### config.mk
export PLATFORM = sky130hd
export DESIGN_NAME = nor_chk_settle_cnt
export DESIGN_NICKNAME = d
export VERILOG_FILES = /design/src/rtl/nor_chk_settle_cnt.sv
export SDC_FILE = /design/constraint.sdc
export NUM_CORES = 1
export LEC_CHECK = 0
export BUFFER_PORTS_ARGS = -buffer_cell sky130_fd_sc_hd__buf_4
export CAP_MARGIN = 40
export CORE_AREA = 2 2 39 41
export CTS_CLUSTER_DIAMETER = 60
export DETAILED_ROUTE_END_ITERATION = 8
export DIE_AREA = 0 0 41 43
export GPL_TIMING_DRIVEN = 0
export SETUP_SLACK_MARGIN = 0.2
export SYNTH_ARGS = -nofsm -noshare
export SYNTH_HDL_FRONTEND = slang
export SYNTH_SLANG_ARGS = --single-unit
### constraint.sdc
create_clock -name clk -period 1.6 [get_ports clk]
set_input_delay 0.32 -clock clk [delete_from_list [all_inputs] [get_ports clk]]
set_output_delay 0.32 -clock clk [all_outputs]
set_load 0.02 [all_outputs]
### src/rtl/nor_chk_settle_cnt.sv
// nor_chk_settle_cnt -- 4-bit settle down-counter.
// Ports:
//   clk, rst  : clock, asynchronous active-high reset
//   load      : load load_val into the counter (has priority over tick)
//   load_val  : value to load
//   tick      : decrement by one (holds at zero)
//   zero      : counter currently equals zero
module nor_chk_settle_cnt (
  input  logic       clk,
  input  logic       rst,
  input  logic       load,
  input  logic [3:0] load_val,
  input  logic       tick,
  output logic       zero
);

  logic [3:0] cnt;

  always_ff @(posedge clk or posedge rst) begin
    if (rst) begin
      cnt <= 4'd0;
    end else if (load) begin
      cnt <= load_val;
    end else if (tick && (cnt != 4'd0)) begin
      cnt <= cnt - 4'd1;
    end
  end

  assign zero = (cnt == 4'd0);

endmodule

==> results.py <==
metrics = {
    "clock_tree": {
        "clk_pin_slew_ns": 0.04,
        "htreeDepth": 1,
        "cts_tree": "done",
        "cts_buffers": 3,
        "insertion_delay_ns": 0.23,
        "cts.path.max_buffers": 2,
        "cts_sinks": 4,
        "root_buffer": "clkbuf_4",
    },
    "placed_design": {
        "gp_congestion": 0.6367,
        "dp_hpwl_microns": 400.4,
        "io_buffers": 7,
    },
    "grt": {
        "grtUsageTotal": 0.08696,
        "grt.overflow.total": 0,
        "grt_pass1_vias": 245,
        "antenna_found_initial": 0,
        "grt_first_pass_wirelength_microns": 972,
        "grt_max_degree": 10,
    },
    "drt": {
        "wire_per_inst_microns": 9.984,
        "drt_iter0_drc": 1,
        "drc": 0,
        "totalWireLength_microns": 609,
        "viasPerCell": 4.311,
        "vias": 263,
        "firstDrtPassIters": 4,
        "route.antenna.remaining_nets": 0,
    },
    "yosys": {
        "netlist_top_cells_area": "dfrtp_1, a21oi_1, inv_1",
        "synth_top_area_cell": "dfrtp_1",
        "ys.flop_type": "dfrtp_1",
        "ys_seq_elements": 4,
        "synthDistinctLibCells": 17,
        "ys_warn_count": 0,
        "synthAdderAreaFrac": 0.04785,
        "syn_area_sq_um": 261.5,
        "yosysSeqAreaShare": 0.3828,
        "postSynthAreaPerCell_sq_um": 9.339,
        "synthMuxAreaShare": 0,
        "netlist_instances": 28,
        "synth_edf_count": 0,
        "synth_xor_xnor_area_share": 0,
        "syn_nets": 37,
        "yosys.area.top_type_share": 0.3828,
        "synth_simple_gate_area_frac": 0.2967,
        "synth_top_family_by_area": "simple AND/OR/NAND/NOR gates",
        "async_flop_share": 1.000,
        "netlist_top_cells_count": "dfrtp_1, inv_1, a21oi_1, nand2_1, o21ai_1",
        "synth_compound_area_frac": 0.2010,
    },
    "cells_and_area": {
        "post-route-util": 0.3192,
        "drive_gt1_frac": 0.5333,
        "areaGrowthSynthToFinish_pct": 68.90,
        "largest_reg_flops": 4,
        "nets": 56,
        "top_regs": "cnt (4)",
        "antenna_cells": 0,
        "largest_register": "cnt",
    },
    "setup_path": {
        "path_delay_family": "flip-flops",
        "cpMostUsedCell": "inv_2",
        "crit_path_end_kind": "output pin",
        "slowest_stage": "dfrtp_1",
        "crit_buf_inv": 3,
        "worstPathRequired_ns": 1.28,
        "critPathMaxFanout": 2,
        "worst-setup-path-type": "reg2out",
        "cp.arrival_ns": 1.37,
        "startpoint_type": "register",
        "cpPeakStageDelay_ns": 0.38,
        "crit_chain": "inv_2, ha_4, or3b_4, inv_2, buf_6",
    },
    "job": {
        "drv_cap": 0,
    },
    "sta": {
        "relSlewSlack": 0.7472,
        "max_freq_mhz": 592.0,
        "holdWs_ns": 0.2973,
        "layout_setup_ws_ns": -0.08919,
        "post-route-period-util": 1.056,
        "report.final.slew_viol_count": 0,
        "rsz0062_at_grt": "true",
        "setup_viol": 2,
        "fin_skew_ns": 0.001262,
        "hold_violations": 0,
        "tightestPinTransition_ns": 0.3792,
        "post-route-min-period_ns": 1.689,
    },
    "power_and_ir_drop": {
        "p_leak_nw": 0.2090,
        "p_per_area_nw_per_um2": 832.2,
        "ir_drop_v": 0.0003325,
    },
    "floorplan": {
        "ios": 9,
        "die_h_microns": 43,
        "die-area_sq_um": 1763,
        "dieWidth_microns": 41,
        "initial_core_util": 0.1890,
        "row_count": 14,
        "core_sq_um": 1384,
    },
    "hold_path": {
        "worstHoldPathType": "in2reg",
    },
    "run_status": {
        "violations": "setup timing",
        "status": "finished, violations left",
    },
}
## worst min-delay path, delay by kind of cell
family,cells,cell delay [ns]
and+or+nand+nor,1,0.04
buffers and inverters,1,0.08
AOI/OAI and AO/OA,1,0.05
## power breakdown
| group | switching, mW | internal (mW) |
|---|---|---|
| registers | 0.0106 | 0.114 |
| logic | 0.0487 | 0.0701 |
| clock network | 0.0406 | 0.0839 |
## layout by cell type, fill, tap and decap left out
cell           instances
clkbuf_1               1
inv_2                  3
o21ai_1                2
buf_4                 12
clkbuf_4               3
nor4b_4                1
buf_6                  1
a31o_1                 1
ha_4                   1
nor3b_2                1
and3_4                 1
o31a_1                 1
nand2_1                3
nand2b_1               1
a21oi_1                3
and4b_1                1
a221o_1                1
inv_1                  1
nor3_1                 1
dfrtp_1                4
dlygate4sd3_1          1
or3b_4                 1
## through the flow
stage / instance area, sq um / cells / setup slack, ns / total power, mW / setup TNS (ns)
2_1_floorplan: 274.0 / 28 / 0.1128 / 0.1810 / 0
3_3_place_gp: 346.6 / 51 / 0.04716 / 0.2068 / 0
3_5_place_dp: 346.6 / 51 / 0.04300 / 0.2084 / 0
4_1_cts: 420.4 / 60 / -0.1023 / 0.3613 / -0.1420
5_1_grt: 441.7 / 61 / -0.1371 / 0.3899 / -0.2362
6_report: 441.7 / 61 / -0.08919 / 0.3676 / -0.1191
## cell families (layout without fill, tap and decap cells)
family | count (synthesis) | count (layout)
adder cells (fa/ha/maj) | 1 | 1
flip-flops | 4 | 4
buffers and inverters | 5 | 22
AND/OR/NAND/NOR | 10 | 10
AO/OA/AOI/OAI | 8 | 8
## worst paths after layout
| path | from | to | slack, ns | cells after the start |
|---|---|---|---|---|
| max | cnt[1] | zero | -0.09 | 5 |
| min | load_val[2] | cnt[2] | 0.30 | 3 |
| max reg2reg | cnt[1] | cnt[0] | -0.03 | 6 |
| min reg2reg | cnt[2] | cnt[2] | 0.65 | 2 |
| max in group asynchronous | rst | cnt[2] | 0.93 | 3 |
| min in group asynchronous | rst | cnt[0] | 0.52 | 3 |
## cell type report
class,count,area [sq um]
fillers,151,942.2
plain buffers,1,3.754
clock buffers,3,22.52
well taps,16,20.02
multi-input cells,19,168.9
repair buffers,14,111.4
inverters,4,15.01
flip-flops and latches,4,100.1
## metal layers
| layer | wire (microns) | track usage | share of wire |
|---|---|---|---|
| met1 | 238 | 0.09868 | 0.39 |
| met5 | 0 | 0 | 0 |
| met3 | 14 | 0.01571 | 0.023 |
| met2 | 341 | 0.1281 | 0.56 |
| met4 | 14 | 0.08000 | 0.023 |
## what timing repair did
item / 4_1_cts / 5_1_grt
endpoints found under the hold margin: 4 / 0
buffers inserted: 5 / 1
setup endpoints to repair: 3 / 4
gates cloned: 0 / 0
pin swaps: 1 / 1
hold buffers: 1 / 0
gates resized for setup: 2 / 2
No activity file was read; power rests on OpenSTA's default activity.
